`src/rtl/uart_rx_fifo_pkg.sv`:
```
// uart_rx_fifo_pkg: shared byte type, default FIFO depth and a power-of-two helper
package uart_rx_fifo_pkg;
  localparam int RX_FIFO_DEPTH = 16;
  typedef logic [7:0] uart_byte_t;
  function automatic bit is_pow2(input int n);
    return n >= 2 && (n & (n - 1)) == 0;
  endfunction
endpackage

```
`src/rtl/uart_rx_fifo_if.sv`:
```
// uart_rx_fifo_if: receiver capture inputs plus consumer valid/ready and status outputs
interface uart_rx_fifo_if import uart_rx_fifo_pkg::*; #(parameter int DEPTH = RX_FIFO_DEPTH) ();
  uart_byte_t rx_byte;
  logic rx_done;
  uart_byte_t rd_data;
  logic rd_valid;
  logic rd_ready;
  logic [$clog2(DEPTH):0] count;
  logic almost_full;
  logic overflow;
  logic overflow_clr;
  modport master (output rx_byte, rx_done, rd_ready, overflow_clr,
                  input rd_data, rd_valid, count, almost_full, overflow);
  modport slave (input rx_byte, rx_done, rd_ready, overflow_clr,
                 output rd_data, rd_valid, count, almost_full, overflow);
endinterface

```
`src/rtl/uart_fifo_mem.sv`:
```
// uart_fifo_mem: unreset byte array with one synchronous write port and one asynchronous read port
module uart_fifo_mem import uart_rx_fifo_pkg::*; #(
  parameter int DEPTH = RX_FIFO_DEPTH
) (
  input  logic                     clk,
  input  logic                     i_we,
  input  logic [$clog2(DEPTH)-1:0] i_waddr,
  input  uart_byte_t               i_wdata,
  input  logic [$clog2(DEPTH)-1:0] i_raddr,
  output uart_byte_t               o_rdata
);
  uart_byte_t r_mem [DEPTH];
  always_ff @(posedge clk)
    if (i_we) r_mem[i_waddr] <= i_wdata;
  assign o_rdata = r_mem[i_raddr];
endmodule

```
`src/rtl/uart_rx_fifo.sv`:
```
// uart_rx_fifo: first-word-fall-through byte queue fed by rising edges of the receiver done flag
module uart_rx_fifo import uart_rx_fifo_pkg::*; #(
  parameter int DEPTH       = RX_FIFO_DEPTH,
  parameter int ALMOST_FULL = DEPTH - 4
) (
  input logic           clk,
  input logic           rst,
  uart_rx_fifo_if.slave bus
);
  localparam int ADDR_W = $clog2(DEPTH);
  if (!is_pow2(DEPTH)) begin : g_bad_depth
    $error("uart_rx_fifo: DEPTH must be a power of two >= 2");
  end
  logic [ADDR_W-1:0] r_wr_ptr, r_rd_ptr;
  logic [ADDR_W:0] r_count;
  logic r_done_q, r_overflow;
  logic w_wr_req, w_rd_req, w_full, w_wr_en, w_drop;
  uart_byte_t w_rdata;
  assign w_wr_req = bus.rx_done & ~r_done_q;
  assign w_rd_req = bus.rd_valid & bus.rd_ready;
  assign w_full   = r_count == (ADDR_W + 1)'(DEPTH);
  // a pop in the same cycle frees the slot, so a full queue still takes the write
  assign w_wr_en  = w_wr_req & (~w_full | w_rd_req);
  assign w_drop   = w_wr_req & w_full & ~w_rd_req;
  uart_fifo_mem #(.DEPTH(DEPTH)) u_mem (
    .clk     (clk),
    .i_we    (w_wr_en),
    .i_waddr (r_wr_ptr),
    .i_wdata (bus.rx_byte),
    .i_raddr (r_rd_ptr),
    .o_rdata (w_rdata)
  );
  always_ff @(posedge clk)
    if (rst) begin
      r_wr_ptr   <= '0;
      r_rd_ptr   <= '0;
      r_count    <= '0;
      r_done_q   <= 1'b0;
      r_overflow <= 1'b0;
    end else begin
      r_done_q   <= bus.rx_done;
      r_wr_ptr   <= r_wr_ptr + ADDR_W'(w_wr_en);
      r_rd_ptr   <= r_rd_ptr + ADDR_W'(w_rd_req);
      r_count    <= r_count + (ADDR_W + 1)'(w_wr_en) - (ADDR_W + 1)'(w_rd_req);
      r_overflow <= w_drop | (r_overflow & ~bus.overflow_clr);
      assert (r_count <= (ADDR_W + 1)'(DEPTH));
      assert (!(w_rd_req && r_count == '0));
    end
  // storage is unreset, so the head byte is masked to zero while empty
  assign bus.rd_data     = bus.rd_valid ? w_rdata : 8'h00;
  assign bus.rd_valid    = r_count != '0;
  assign bus.count       = r_count;
  assign bus.almost_full = r_count >= (ADDR_W + 1)'(ALMOST_FULL);
  assign bus.overflow    = r_overflow;
endmodule

```
`src/flat_wrapper.sv`:
```
// flat-port wrapper written by rule: the top's interface ports become plain ports
module uart_rx_fifo_flat import uart_rx_fifo_pkg::*;
#(
  parameter int DEPTH       = RX_FIFO_DEPTH,
  parameter int ALMOST_FULL = DEPTH - 4
)
  (clk, rst, bus_rx_byte, bus_rx_done, bus_rd_ready, bus_overflow_clr, bus_rd_data, bus_rd_valid, bus_count, bus_almost_full, bus_overflow);
  uart_rx_fifo_if #(.DEPTH(DEPTH)) bus_i ();
  input logic clk;
  input logic rst;
  input wire logic [$bits(bus_i.rx_byte)-1:0] bus_rx_byte;
  input wire logic [$bits(bus_i.rx_done)-1:0] bus_rx_done;
  input wire logic [$bits(bus_i.rd_ready)-1:0] bus_rd_ready;
  input wire logic [$bits(bus_i.overflow_clr)-1:0] bus_overflow_clr;
  output wire logic [$bits(bus_i.rd_data)-1:0] bus_rd_data;
  output wire logic [$bits(bus_i.rd_valid)-1:0] bus_rd_valid;
  output wire logic [$bits(bus_i.count)-1:0] bus_count;
  output wire logic [$bits(bus_i.almost_full)-1:0] bus_almost_full;
  output wire logic [$bits(bus_i.overflow)-1:0] bus_overflow;
  assign bus_i.rx_byte = bus_rx_byte;
  assign bus_i.rx_done = bus_rx_done;
  assign bus_i.rd_ready = bus_rd_ready;
  assign bus_i.overflow_clr = bus_overflow_clr;
  assign bus_rd_data = bus_i.rd_data;
  assign bus_rd_valid = bus_i.rd_valid;
  assign bus_count = bus_i.count;
  assign bus_almost_full = bus_i.almost_full;
  assign bus_overflow = bus_i.overflow;
  uart_rx_fifo #(.DEPTH(DEPTH), .ALMOST_FULL(ALMOST_FULL)) u_core (.clk(clk), .rst(rst), .bus(bus_i));
endmodule
```
`config.mk`:
```
export PLATFORM = sky130hd
export DESIGN_NAME = uart_rx_fifo_flat
export DESIGN_NICKNAME = d
export VERILOG_FILES = /design/src/rtl/uart_rx_fifo_pkg.sv /design/src/rtl/uart_rx_fifo_if.sv /design/src/rtl/uart_fifo_mem.sv /design/src/rtl/uart_rx_fifo.sv /design/src/flat_wrapper.sv
export SDC_FILE = /design/constraint.sdc
export NUM_CORES = 1
export LEC_CHECK = 0
export ABC_AREA = 0
export CAP_MARGIN = 20
export CELL_PAD_IN_SITES_DETAIL_PLACEMENT = 1
export CELL_PAD_IN_SITES_GLOBAL_PLACEMENT = 1
export CORE_MARGIN = 8
export CORE_UTILIZATION = 52
export DETAILED_ROUTE_END_ITERATION = 7
export GPL_TIMING_DRIVEN = 0
export PLACE_DENSITY_LB_ADDON = 0.05
export SETUP_SLACK_MARGIN = 0.5
export SYNTH_ARGS = -nofsm -noshare
export SYNTH_HDL_FRONTEND = slang
export SYNTH_SLANG_ARGS = --single-unit
```
`constraint.sdc`:
```
create_clock -name clk -period 2.8 [get_ports clk]
set_input_delay 0.56 -clock clk [delete_from_list [all_inputs] [get_ports clk]]
set_output_delay 0.56 -clock clk [all_outputs]
set_load 0.1 [all_outputs]
```
### Yosys cells after proc, flatten, opt, wreduce, memory -nomap -nowiden

Memories as Yosys holds them, arrays and structs flattened. A register that Yosys moved wholly into a read port is not among the register bits.
Index checks and enable logic that the tools add are counted.
W data, S select, Z words.

* divide/modulo/power cells: 0
* $lt $le $gt $ge: 1
* equal/unequal tests: 1
* reduce and logical (&&, ||, !) cells: 1
* $mul: 0
* multiplexer cells: 4
* bitwise operators: 12
* shift operators: 0
* add/subtract/negate cells: 4

Operators with widths (number)
* $add A4 B1 Y4: 2
* $mux W8: 1
* $and A1 B1 Y1: 6
* $add A5 B1 Y5: 1
* $eq A5 B5 Y1 const B: 1
* $ge A5 B4 Y1 const B: 1
* $reduce_bool A5 Y1: 1
* $sub A5 B1 Y5: 1
* $mux W4: 1
* $not A1 Y1: 4
* $mux W1: 2
* $or A1 B1 Y1: 2

* ROM bits: 0
* bits in registers: 15
* memory bits (writable): 128
* memories: 1
* logic and storage cells: 29
* latch bits: 0

Memories
* u_core.u_mem.r_mem: words 16, bits a word 8, rd ports 1, clocked after Yosys merged registers in 1, write ports 1, line uart_fifo_mem.sv:12 `uart_byte_t r_mem [DEPTH];`

### Longest topological paths before layout

* depth after elaboration: 6
* gate-level depth with buffers: 13
* depth with buffers taken out: 13

### Cells and area by module

A second synthesis with hierarchy kept.

* cells, all modules: 307
* area, all modules: 5800.6 sq um

By module, submodules not included
* uart_fifo_mem: sequential area each 3843.7 sq um, area each 4987.3 sq um, instances 1, cells an instance 221
* uart_rx_fifo: sequential area each 300.3 sq um, area each 813.3 sq um, instances 1, cells an instance 86

### Least setup slack after synthesis

No wires, ideal clock.

* kind: register -> output
* start: register u_core.r_count[2], in the netlist u_core.bus.count[2]
* end: output bus_rd_data[0]
* setup slack: -1.720 ns
* data required time: 2.240 ns
* path buffers: 0
* arrival time: 3.960 ns
* stages on the path, launching flop included: 7
* path through: dfxtp_1 inv_1 ha_1 nor4b_1 inv_1 o21ai_1 a21oi_1

* cells in the longest elaborated chain, start to end: 2

RTL lines
* start, declared: line uart_rx_fifo.sv:15 `logic [ADDR_W:0] r_count;`
* start signal, assigned: line uart_rx_fifo.sv:44 `r_count <= r_count + (ADDR_W + 1)'(w_wr_en) - (ADDR_W + 1)'(w_rd_req);`
* $reduce_bool A5 Y1: line uart_rx_fifo.sv:51 `assign bus.rd_valid = r_count != '0;`
* net bus_rd_valid: line flat_wrapper.sv:16 `output wire logic [$bits(bus_i.rd_valid)-1:0] bus_rd_valid;`
* $mux W8: line uart_rx_fifo.sv:50 `assign bus.rd_data = bus.rd_valid ? w_rdata : 8'h00;`
* end, declared: line flat_wrapper.sv:15 `output wire logic [$bits(bus_i.rd_data)-1:0] bus_rd_data;`

The timed path passes the listed nets, and every way through them passes these cells.

==> metrics.md <==
| Metric | Value |
|---|---|
| Leakage power | 2.536 nW |
| Metal2 WL | 8287 µm |
| Clock net sink count | 143 |
| Area growth syn-to-layout | 34.21% |
| Pwr Density | 1036 nW/µm² |
| Syn Nets | 334 |
| Final Non-Filler Cells | 534 |
| Utilization after layout | 71.77% |
| Fin Clk Skew | 0.01356 ns |
| Vias | 3249 |
| Critical Path Sink Type | output pin |
| PnR worst setup slack | -0.2416 ns |
| Initial DRC Count | 242 |
| Count of final max-slew check failures | 0 |
| Crit Path Class | reg -> out |
| Die Span X | 121.8 µm |
| Clk Latency, worst-skew pair | 0.53 ns |
| Ratio of cells with drive above 1 in the final layout | 47.21% |
| Clock transition at path regs | 0.07 ns |
| Yosys cell types | 37 |
| Num CTS Buffers | 17 |
| DRT Pass-1 Iters | 4 |
| CTS Buffer Depth | 2 |
| Mapped Cells | 309 |
| Slew of the pin with the lowest slew margin | 0.6441 ns |
| Gate power share | 42.0% |
| DP Area | 6581 µm² |
| Post-synthesis sequential area ratio | 71.18% |
| Core area | 10890 µm² |
| Yosys warns | 0 |
| Routed length on met1 | 6211 µm |
| Total Wirelength | 15420 µm |
| Seq pwr share | 30.7% |
| Relative slew slack | 56.92% |
| Initial antenna violation count | 0 |
| GR Util All Layers | 20.06% |
| Worst path arrival time | 2.48 ns |
| CP required | 2.24 ns |
| Drt wl/cell | 28.87 µm |
| Die area | 14840 µm² |
| PortBufs | 28 |
| Clk pwr share | 27.3% |
| Fin crit period | 3.042 ns |
| Tot Pwr | 0.008093 W |
| Period utilization | 108.6% |
| Final hold vios | 0 |
| Register area | 4161 µm² |
| Setup-failing EPs final | 8 |
| Routability cong. | 0.7581 |
| Post-Syn Area | 5822 µm² |
| Final setup TNS | -1.452 ns |
| Synth Area per Inst | 18.84 µm² |
| Chip height | 121.8 µm |
| RSZ-0062 raised after global routing | yes |
| Met3 routed WL | 752 µm |
| Largest net degree at the start of global routing | 17 |
| Int Power | 0.005185 W |
| Post-synth EDFFs | 128 |
| Worst Hold Class | reg -> reg |
| Antenna viol nets, final | 0 |
| Cell row count | 38 |
| Gr ovfl total | 0 |
| Hold Buf Count CTS | 0 |
| CTS tree | done |
| Post-DR vias/cell | 6.084 |
| Max Freq | 328.8 MHz |
| Drc violations | 0 |
| Multi-input logic area | 2018 µm² |
| Max-cap violations | 0 |
| # fillers | 834 |
| Final #Nets | 406 |
| Placed cells | 477 |
| Top Ports | 29 |
| Starting density of the core | 53.47% |
| Sw Share | 35.94% |
| Post-route design area | 7814 µm² |
| Post-synthesis register bit count | 143 |
| Asr flop ratio synth | 0% |
| Worst vdd ir | 1054 µV |
| CP startpoint kind | flip-flop |
| Top Layer Used | met4 |
| H-tree depth | 4 |
| Via count of the first global-routing pass | 3474 |
| Post-DP HPWL | 8569 µm |
| Psw | 0.002909 W |
| Failing checks | setup timing |
| Synth Flop Type | edfxtp_1 |
| Root Buffer | clkbuf_8 |
| CP Max Fanout | 10 |
| First-pass GRT wire length | 21000 µm |
| Run status | finished, violations left |
| # diodes | 0 |
## layer usage
layer / global-route usage (%) / up-vias
met5: 0 / -
met4: 6.862 / 0
met3: 5.275 / 14
met2: 32.83 / 125
met1: 25.49 / 1738
li1: - / 1372
## cell usage after synthesis (2+ instances only)
cell type    n  area [µm²]
edfxtp_1   128        3844
mux4_2      23       518.0
nor2_1      21       78.83
dfxtp_1     15       300.3
a21oi_1     12       60.06
ha_1        11       137.6
inv_1       11       41.29
mux4_1       9       236.5
mux2_2       8       90.09
mux2i_1      8       80.08
o21ai_1      8       40.04
nor3_1       6       30.03
nand2b_1     5       31.28
nor2b_1      5       31.28
buf_4        4       30.03
xnor2_1      4       35.03
buf_2        3       15.01
buf_6        3       33.78
clkbuf_1     3       11.26
nand2_1      2       7.510
nand3_1      2       10.01
nand3b_1     2       15.01
xor2_1       2       17.52
## placed cells by master (no fill, tap or decap), types with 5 or more instances in the layout
cell type / count
a21oi_4: 9
inv_1: 6
o21ai_4: 8
nor2_4: 12
mux4_2: 32
clkbuf_16: 16
clkdlybuf4s15_2: 5
mux2_4: 8
nor2_1: 8
buf_4: 17
buf_12: 16
nor2b_1: 5
buf_6: 9
dfxtp_1: 9
clkdlybuf4s50_1: 12
ha_1: 7
edfxtp_1: 128
## path summary, 6_finish.rpt
check                                            to  depth (start not counted)  slack (ns)                start
worst max-delay path                 bus_rd_data[0]                          7       -0.24   u_core.r_rd_ptr[2]
worst min-delay path            u_core.bus.overflow                          2        0.55  u_core.bus.overflow
worst max register to register  u_core.bus.count[4]                         14        0.32  u_core.bus.count[2]
worst min register to register  u_core.bus.overflow                          2        0.55  u_core.bus.overflow
## sequential cells by signal, indices dropped and copies added, names as in the netlist
signal               cells
u_core.u_mem.r_mem     128
u_core.bus.count         5
u_core.r_rd_ptr          4
u_core.r_wr_ptr          4
u_core.bus.overflow      1
u_core.r_done_q          1
## power by group through the flow
stage,clock network (W),logic [W],registers [W]
after floorplan,0,0.00188,0.00272
after global placement,0,0.00258,0.00252
after detailed placement,0,0.00262,0.00253
after CTS,0.00219,0.00315,0.00248
after global routing,0.00231,0.00353,0.00249
final,0.00221,0.00340,0.00249
## final cells by class
cell class,instances,share of cell area [%]
repair buffers,53,8.615
clock buffers,18,5.348
plain buffers,15,1.938
clock inverters,14,1.906
well taps,140,2.242
flip-flops and latches,143,53.26
inverters,11,0.8647
multi-input cells,140,25.83
## through the flow
step	setup slack, ns	hold slack, ns
after floorplan	0.3235	0.5650
after CTS	-0.1814	0.4872
after global routing	-0.3029	0.5589
after detailed placement	-0.5426	0.4745
after global placement	-0.5534	0.4608
final	-0.2416	0.5473
## critical path, stage by stage, from the launching register on
cell,delay (ns)
dfxtp_1,0.34
buf_2,0.24
buf_4,0.26
mux4_2,0.33
mux2_4,0.30
o21ai_4,0.19
a21oi_4,0.06
buf_12,0.20
## cells by family (layout without fill, tap and decap cells)
logic type	count (synthesis)	in the layout	synth area share, %
xor+xnor	6	6	0.9026
flops	143	143	71.18
fa+ha+maj	12	12	2.708
simple gates	49	49	4.256
compound gates	25	25	2.386
mux	48	48	15.88
buf+inv	26	111	2.686
## repair_timing
item	in CTS	in global routing
cloned	1	0
buffers inserted	14	10
endpoints found under the setup margin	148	109
pin swaps	13	17
resized for setup	165	34
Note: power is estimated with default switching activity, not from simulation.
